===== config.mk =====
export PLATFORM = sky130hd
export DESIGN_NAME = csa_stream_accumulator
export DESIGN_NICKNAME = d
export VERILOG_FILES = /design/src/rtl/csa_stream_accumulator.sv
export SDC_FILE = /design/constraint.sdc
export NUM_CORES = 1
export LEC_CHECK = 0
export CORE_UTILIZATION = 55
export DETAILED_ROUTE_END_ITERATION = 8
export HOLD_SLACK_MARGIN = 0.1
export PLACE_DENSITY_LB_ADDON = 0.3
export SLEW_MARGIN = 20
export SYNTH_ARGS = -nofsm -noshare
export SYNTH_HDL_FRONTEND = slang
export SYNTH_SLANG_ARGS = --single-unit

===== constraint.sdc =====
create_clock -name clk -period 4.1 [get_ports clk]
set_clock_uncertainty 0.05 [all_clocks]
set_input_delay 1.025 -clock clk [delete_from_list [all_inputs] [get_ports clk]]
set_output_delay 1.025 -clock clk [all_outputs]
set_load 0.05 [all_outputs]

===== src/rtl/csa_stream_accumulator.sv =====
// rtl/csa_stream_accumulator.sv - carry-save stream accumulator with chunked resolve
//
// Purpose:
//   Accepts WIDTH-bit unsigned operands on a valid/ready stream and keeps a
//   running total in redundant carry-save form (sum/carry registers) through a
//   per-bit 3:2 compressor, so one operand is absorbed per cycle with no carry
//   chain. On the beat flagged last, the sum/carry pair is resolved by a
//   CHUNK-bit carry-propagate adder over ACC_W/CHUNK cycles, and the binary
//   total is offered on an output valid/ready handshake.
//
// Ports:
//   clk        - rising-edge clock
//   rst        - synchronous active-high reset
//   in_valid   - operand present
//   in_ready   - block can accept an operand (only in ACCUM)
//   in_data    - operand, zero-extended to ACC_W
//   in_last    - final operand of the group, qualified by the handshake
//   out_valid  - resolved result available
//   out_ready  - downstream accepts the result
//   out_sum    - resolved total mod 2^ACC_W
//   out_count  - operands in the group, saturating at 511
//   out_ovf    - group had more than 2^(ACC_W-WIDTH) operands
module csa_stream_accumulator #(
    parameter int WIDTH = 32,
    parameter int ACC_W = 40,
    parameter int CHUNK = 8
) (
    input  logic             clk,
    input  logic             rst,
    input  logic             in_valid,
    output logic             in_ready,
    input  logic [WIDTH-1:0] in_data,
    input  logic             in_last,
    output logic             out_valid,
    input  logic             out_ready,
    output logic [ACC_W-1:0] out_sum,
    output logic [8:0]       out_count,
    output logic             out_ovf
);

    localparam int NCH    = ACC_W / CHUNK;
    localparam int KW     = (NCH > 1) ? $clog2(NCH) : 1;
    localparam int OVF_SH = ACC_W - WIDTH;
    // The internal operand counter must be able to exceed the overflow
    // threshold 2^OVF_SH even when that is above the 511 reporting limit.
    localparam int CW     = (OVF_SH + 2 > 9) ? OVF_SH + 2 : 9;

    typedef enum logic [1:0] {
        ST_ACCUM   = 2'd0,
        ST_RESOLVE = 2'd1,
        ST_OUTPUT  = 2'd2
    } state_t;

    state_t r_state;
    state_t w_next;

    logic [ACC_W-1:0] r_s;
    logic [ACC_W-1:0] r_c;
    logic [ACC_W-1:0] r_res;
    logic [CW-1:0]    r_n;
    logic [KW-1:0]    r_k;
    logic             r_cy;
    logic [8:0]       r_out_count;
    logic             r_out_ovf;

    logic [ACC_W-1:0] w_x;
    logic [ACC_W-1:0] w_maj;
    logic             w_accept;
    logic [CHUNK:0]   w_add;
    logic             w_last_chunk;
    logic [CW-1:0]    w_n_inc;
    logic [8:0]       w_count_sat;
    logic             w_ovf;

    assign w_x      = {{(ACC_W - WIDTH){1'b0}}, in_data};
    assign w_maj    = (r_s & r_c) | (r_s & w_x) | (r_c & w_x);
    assign w_accept = (r_state == ST_ACCUM) && in_valid;

    // Resolve works on the low chunk of S and C; both registers shift right
    // by CHUNK each cycle, and the result fills r_res from the top down, so
    // after NCH cycles chunk k has landed at bit k*CHUNK.
    assign w_add = {1'b0, r_s[CHUNK-1:0]} + {1'b0, r_c[CHUNK-1:0]}
                 + {{CHUNK{1'b0}}, r_cy};
    assign w_last_chunk = (r_k == KW'(NCH - 1));

    assign w_n_inc     = (&r_n) ? r_n : r_n + 1'b1;
    assign w_count_sat = (r_n > CW'(511)) ? 9'd511 : r_n[8:0];
    assign w_ovf       = (r_n > (CW'(1) << OVF_SH));

    always_comb begin
        w_next = r_state;
        case (r_state)
            ST_ACCUM: begin
                if (w_accept && in_last) begin
                    w_next = ST_RESOLVE;
                end
            end
            ST_RESOLVE: begin
                if (w_last_chunk) begin
                    w_next = ST_OUTPUT;
                end
            end
            ST_OUTPUT: begin
                if (out_ready) begin
                    w_next = ST_ACCUM;
                end
            end
            default: w_next = ST_ACCUM;
        endcase
    end

    always_ff @(posedge clk) begin
        if (rst) begin
            r_state <= ST_ACCUM;
        end else begin
            r_state <= w_next;
        end
    end

    always_ff @(posedge clk) begin
        if (rst) begin
            r_s         <= '0;
            r_c         <= '0;
            r_res       <= '0;
            r_n         <= '0;
            r_k         <= '0;
            r_cy        <= 1'b0;
            r_out_count <= '0;
            r_out_ovf   <= 1'b0;
        end else begin
            case (r_state)
                ST_ACCUM: begin
                    if (w_accept) begin
                        r_s <= r_s ^ r_c ^ w_x;
                        // Carry out of the top bit is dropped: modulo 2^ACC_W.
                        r_c <= {w_maj[ACC_W-2:0], 1'b0};
                        r_n <= w_n_inc;
                        if (in_last) begin
                            r_k  <= '0;
                            r_cy <= 1'b0;
                        end
                    end
                end
                ST_RESOLVE: begin
                    r_res <= {w_add[CHUNK-1:0], r_res[ACC_W-1:CHUNK]};
                    r_s   <= {{CHUNK{1'b0}}, r_s[ACC_W-1:CHUNK]};
                    r_c   <= {{CHUNK{1'b0}}, r_c[ACC_W-1:CHUNK]};
                    r_cy  <= w_add[CHUNK];
                    r_k   <= r_k + 1'b1;
                    if (w_last_chunk) begin
                        r_out_count <= w_count_sat;
                        r_out_ovf   <= w_ovf;
                    end
                end
                ST_OUTPUT: begin
                    if (out_ready) begin
                        r_s <= '0;
                        r_c <= '0;
                        r_n <= '0;
                    end
                end
                default: ;
            endcase
        end
    end

    assign in_ready  = (r_state == ST_ACCUM);
    assign out_valid = (r_state == ST_OUTPUT);
    assign out_sum   = r_res;
    assign out_count = r_out_count;
    assign out_ovf   = r_out_ovf;

endmodule


==> impl_metrics.tcl, run 1 <==
set metrics [dict create \
    required_ns 3.02 \
    hold_path_end "r_s[38]$_SDFFE_PP0P_" \
    ios 89 \
    max_freq_mhz 293.7 \
    synth_fa_ha_area_share_pct 12.96 \
    r2r_end "r_s[39]$_SDFFE_PP0P_" \
    die_w_um 117.8 \
    dp.cells 1008 \
    cts_root_buf "clkbuf_16" \
    die_h_um 117.8 \
    rr_worst_depth 8 \
    ant_nets 0 \
    hpwl_mm 11.43 \
    synth_area_leaders "dfxtp_1 (40%), fa_1 (9.2%), a311oi_1 (7.5%), nor2_1 (6.7%), nor2b_1 (5.4%)" \
    synth.top_cell.area_share_pct 39.62 \
    ys_types 50 \
    initial_core_util_pct 57.52 \
    synth_fp_nets 900 \
    r2r_setup_slack_ns 1.41 \
    routed_wl_mm 17.06 \
    track_usage_pct 25.47 \
    drive_gt1_share_pct 5.184 \
    clock_sinks 146 \
    async_flop_share_pct 0 \
    hold_buffers 0 \
    grt_pass1_vias 5942 \
    netlist_area_mm2 0.007377 \
    worstPathArrival_ns 2.33 \
    hold_viol 0 \
    num_antenna_cells 0 \
    rr_startpoint "r_state[0]$_SDFFE_PP0P_" \
    antenna_found_initial 0 \
    slew_headroom_pct 38.50 \
    ys_warn_count 0 \
    dieArea_mm2 0.01388 \
    synthMuxAreaShare_pct 5.156 \
    slew_violations 0 \
    final_cells 1040 \
    cts_max_level 4 \
    cts_tree "built" \
    grt_pass1_wl_mm 28.72 \
    synth_compound_area_share_pct 14.57 \
    min-delay-start "r_s[38]$_SDFFE_PP0P_" \
    vias 6015 \
    via_per_inst 5.784 \
    clkTransAtPathRegs_ns 0.06 \
    drt_iter0_markers 548 \
    ir_worst_vdd_uv 381.3 \
    syn2layout_area_growth_pct 19.54 \
    syn_inst 807 \
    clock_path_buffers 2 \
    post_cts_resized 0 \
    synth_most_common_cell "dfxtp_1" \
    powerDensity_mw_per_mm2 476.5 \
    yosys-top-cells-count "dfxtp_1 (146), nor2_1 (132), nor2b_1 (64)" \
    yosys.area.top_type "dfxtp_1" \
    synth_top_family_by_area "simple AND/OR/NAND/NOR gates" \
    startpoint_type "register" \
    setup_tns_ns 0 \
    maxCapViolCount 0 \
    synth_xor_area_share_pct 0.2374 \
    outcome "finished, final reports clean" \
    cp_max_fo 15 \
    grt_max_degree 96 \
    yosys.area_share.simple_pct 22.41 \
    nNetsFinal 948 \
    drcViolationCount 0 \
    numCtsBuffers 17 \
    portBuffers 88 \
    min_path_cells 2 \
    postSynthRegisterBits 146 \
    syn_area_per_cell_um2 9.141 \
    critPathKind "register to output pin" \
    nFillCells 1003 \
    hp-class "register to register" \
    seq_area_frac_synth_pct 39.62 \
    min_period_ns 3.405 \
    setup-violations-final 0 \
    p_leak_nw 3.315 \
    detailedRoute.firstPassIterationCount 5 \
    gr-total-overflow 0 \
    synth_flop_cell "dfxtp_1" \
    rows 41 \
    synth-edff-count 0 \
    post-cts-setup-buffer-count 0 \
    clk_latency_ns 0.42 \
    core_mm2 0.01282 \
    tightest_slew_ns 0.9224 \
    gp_congestion 0.8783 \
    wire_per_inst_um 16.41 \
    rsz0062_at_grt "false" \
    cp-end-kind "output pin" \
    period_share_pct 83.06 \
]
how the worst max path moves through the flow:
stage,end,slack (ns),cells after the start,startpoint
4_1_cts,out_valid,0.70,3,r_state[0]$_SDFFE_PP0P_
6_report,out_valid,0.69,3,r_state[0]$_SDFFE_PP0P_
3_3_place_gp,r_s[39]$_SDFFE_PP0P_,1.05,7,out_ready
2_1_floorplan,r_s[1]$_SDFFE_PP0P_,1.91,8,r_state[0]$_SDFFE_PP0P_
3_5_place_dp,r_s[39]$_SDFFE_PP0P_,0.99,7,out_ready
5_1_grt,out_valid,0.57,3,r_state[0]$_SDFFE_PP0P_
placed cells by master (no fill, tap or decap), drive strengths merged, types with 2 or more instances in the layout:
cell type	n
and2	4
a21o	3
nor2	132
a311oi	63
dfxtp	146
nand4	5
nand3	5
mux2i	38
nor3	65
clkinv	3
fa	34
nand2	45
inv	15
clkbuf	28
nor3b	3
and3	7
buf	7
a21oi	30
a211oi	17
xor2	2
nor2b	66
or4	2
and4	2
or3	2
o21ai	13
ha	22
clkdlybuf4s50	87
a31oi	3
a32o	4
routing by layer:
layer	up-vias	GRT usage [%]	share of wire (%)
li1	2961	-	-
met1	2888	32.12	43
met2	135	42.90	51
met3	31	5.329	4.1
met4	0	9.215	2.1
met5	-	0	0
area by class of cell:
type | instances | area [um2] | area share, %
inverter | 15 | 56.30 | 0.6385
clock buffer | 28 | 526.8 | 5.973
tap | 172 | 215.2 | 2.440
timing repair buffer | 94 | 935.9 | 10.61
clock inverter | 4 | 45.04 | 0.5108
multi-input combinational | 581 | 4116 | 46.68
sequential | 146 | 2923 | 33.14
stage by stage:
step / worst slack (ns) / total power [W] / hold slack, ns / utilization, % / instance area, um2
global placement: 1.053 / 0.002681 / 0.4122 / 64.28 / 8244
CTS: 0.7017 / 0.004221 / 0.4250 / 68.74 / 8816
detailed placement: 0.9872 / 0.002731 / 0.4175 / 64.28 / 8244
global route: 0.5671 / 0.004433 / 0.4663 / 68.76 / 8818
finish: 0.6947 / 0.004202 / 0.4264 / 68.76 / 8818
floorplan: 1.915 / 0.002467 / 0.3995 / - / 7377
state kept, by name, summed over array words and instances, names as in the netlist:
register	count
out_ovf	1
r_n	10
r_state	2
r_k	3
out_sum	40
r_cy	1
out_count	9
r_c	40
r_s	40
critical path, stage by stage, from the launching register on:
cell and delay [ns]:
dfxtp_1 0.37, inv_1 0.14, ha_1 0.50, clkdlybuf4s50_1 0.90
where the power goes:
part	internal [W]	switching, W	total, W	leakage [nW]
clock network	0.000929	0.000553	0.00148	0.284
registers	0.00155	0.000141	0.00169	1.19
logic	0.000429	0.000601	0.00103	1.84
cell families after synthesis:
| family | after synthesis |
|---|---|
| AOI/OAI and AO/OA | 144 |
| DFF | 146 |
| and+or+nand+nor | 341 |
| adders and majority gates | 56 |
| muxes | 38 |
| xor gates and xnor gates | 2 |
| buffers and inverters | 80 |
Note: power is estimated with default switching activity, not from simulation.
==> run 2, diff against run 1 <==
==> constraint.sdc (replaced) <==
create_clock -name clk -period 3.3 [get_ports clk]
set_clock_uncertainty 0.05 [all_clocks]
set_input_delay 0.825 -clock clk [delete_from_list [all_inputs] [get_ports clk]]
set_output_delay 0.825 -clock clk [all_outputs]
set_load 0.05 [all_outputs]
==> run 2 against run 1 <==
Worst setup slack got worse by 0.22 ns; power increased by 23%; worst hold slack improved by 0.0053 ns; clock power increased by 22%; non-clock buffer count increased by 7; critical path depth unchanged; largest cell class unchanged.
==> impl_metrics.tcl, run 2 (synthesis gave the netlist of run 1 again) <==
set metrics [dict create \
    dieArea_mm2 0.01388 \
    num_antenna_cells 0 \
    cpLargestDelayFamily "buffers and inverters" \
    post-cts-setup-buffer-count 0 \
    multi_input_area_mm2 0.004114 \
    drt_iter0_markers 503 \
    slowest_delay_ns 0.81 \
    maxCapViolCount 0 \
    core_mm2 0.01282 \
    grt_max_degree 78 \
    vias 6047 \
    numCtsBuffers 17 \
    rows 41 \
    slew_violations 0 \
    cts_root_buf "clkbuf_16" \
    ios 89 \
    p_leak_nw 3.336 \
    detailedRoute.firstPassIterationCount 4 \
    track_usage_pct 25.39 \
    ir_worst_vdd_uv 397.5 \
    clk_latency_ns 0.42 \
    cts_max_level 4 \
    rsz0062_at_grt "false" \
    post_cts_resized 0 \
    gr-total-overflow 0 \
    portBuffers 88 \
    hold_viol 0 \
    setup_tns_ns 0 \
    wire_per_inst_um 16.20 \
    outcome "finished, final reports clean" \
    hp-class "register to register" \
    nFillCells 988 \
    cts_tree "built" \
    via_per_inst 5.776 \
    tightest_slew_ns 0.7509 \
    hold_buffers 0 \
    grt_pass1_wl_mm 28.67 \
    syn2layout_area_growth_pct 20.05 \
    cp-end-kind "output pin" \
    layout_commonest_cell "dfxtp_1" \
    startpoint_type "register" \
    required_ns 2.42 \
    drive_gt1_share_pct 6.057 \
    critPathKind "register to output pin" \
    min_period_ns 2.825 \
    die_h_um 117.8 \
    drcViolationCount 0 \
    post-route-util_pct 69.05 \
    ff_latch_area_mm2 0.002923 \
    period_share_pct 85.60 \
    hpwl_mm 11.48 \
    ant_nets 0 \
    crit_buf_inv 2 \
    clkTransAtPathRegs_ns 0.06 \
    cp_max_fo 9 \
    final_cell_mix "dfxtp_1 (146), nor2_1 (132), clkdlybuf4s50_1 (87)" \
    antenna_found_initial 0 \
    nNetsFinal 955 \
    setup-violations-final 0 \
    clock_sinks 146 \
    routed_wl_mm 16.97 \
    path_cells "inv_1, ha_4, clkdlybuf4s50_1" \
    grt_pass1_vias 5907 \
    worstPathArrival_ns 1.95 \
    slowest_stage "clkdlybuf4s50_1" \
    max_freq_mhz 354.0 \
    initial_core_util_pct 57.52 \
    powerDensity_mw_per_mm2 585.7 \
    die_w_um 117.8 \
    gp_congestion 0.8441 \
    clock_path_buffers 2 \
    slew_headroom_pct 49.94 \
]
-- run 2: cell count changes in the layout (fill, tap and decap cells not counted), sizes merged --
cell | before | now
clkinvlp | 0 | 3
clkinv | 3 | 5
buf | 7 | 14
clkbuf | 28 | 23
-- run 2: routing by layer --
| metal | GRT usage [%] | wire length (um) | vias up |
|---|---|---|---|
| li1 | - | - | 2974 |
| met1 | 31.90 | 7399 | 2906 |
| met2 | 42.17 | 8551 | 138 |
| met3 | 5.766 | 625 | 29 |
| met4 | 10.02 | 389 | 0 |
| met5 | 0 | 0 | - |
-- run 2: layout make-up --
class                   instances  area share (%)
clock inverters                 9          0.9183
multi-input cells             581           46.45
well taps                     172           2.430
inverters                      15          0.6358
clock buffers                  23           5.397
repair buffers                101           11.16
flip-flops and latches        146           33.00
-- run 2: where the power goes --
part	total [W]	switching [W]	leakage (nW)	internal [W]
sequential	0.00210	0.000172	1.19	0.00192
clock	0.00181	0.000720	0.269	0.00109
combinational	0.00128	0.000743	1.88	0.000537
-- run 2: worst min-delay path, stage by stage (launching register included) --
cell     delay (ns)
dfxtp_1        0.32
nand2_1        0.06
a21oi_1        0.05
-- run 2: worst paths after layout --
path	to	depth (start not counted)	start	slack, ns
worst max-delay path	in_ready	3	r_state[0]$_SDFFE_PP0P_	0.48
worst min-delay path	r_c[39]$_SDFFE_PP0P_	2	r_c[39]$_SDFFE_PP0P_	0.43
worst max register to register	r_c[31]$_SDFFE_PP0P_	8	r_state[0]$_SDFFE_PP0P_	0.72
worst min register to register	r_c[39]$_SDFFE_PP0P_	2	r_c[39]$_SDFFE_PP0P_	0.43
-- run 2: through the flow --
| step | cells | area (um2) | power, W | hold WS, ns | setup slack (ns) |
|---|---|---|---|---|---|
| 6_report | 1047 | 8856 | 0.005187 | 0.4317 | 0.4751 |
| 2_1_floorplan | 807 | 7377 | 0.003065 | 0.3995 | 1.115 |
| 4_1_cts | 1047 | 8856 | 0.005220 | 0.4312 | 0.4586 |
| 3_5_place_dp | 1015 | 8297 | 0.003398 | 0.4223 | 0.4365 |
| 5_1_grt | 1047 | 8856 | 0.005481 | 0.4509 | 0.4061 |
| 3_3_place_gp | 1015 | 8297 | 0.003348 | 0.4139 | 0.4968 |
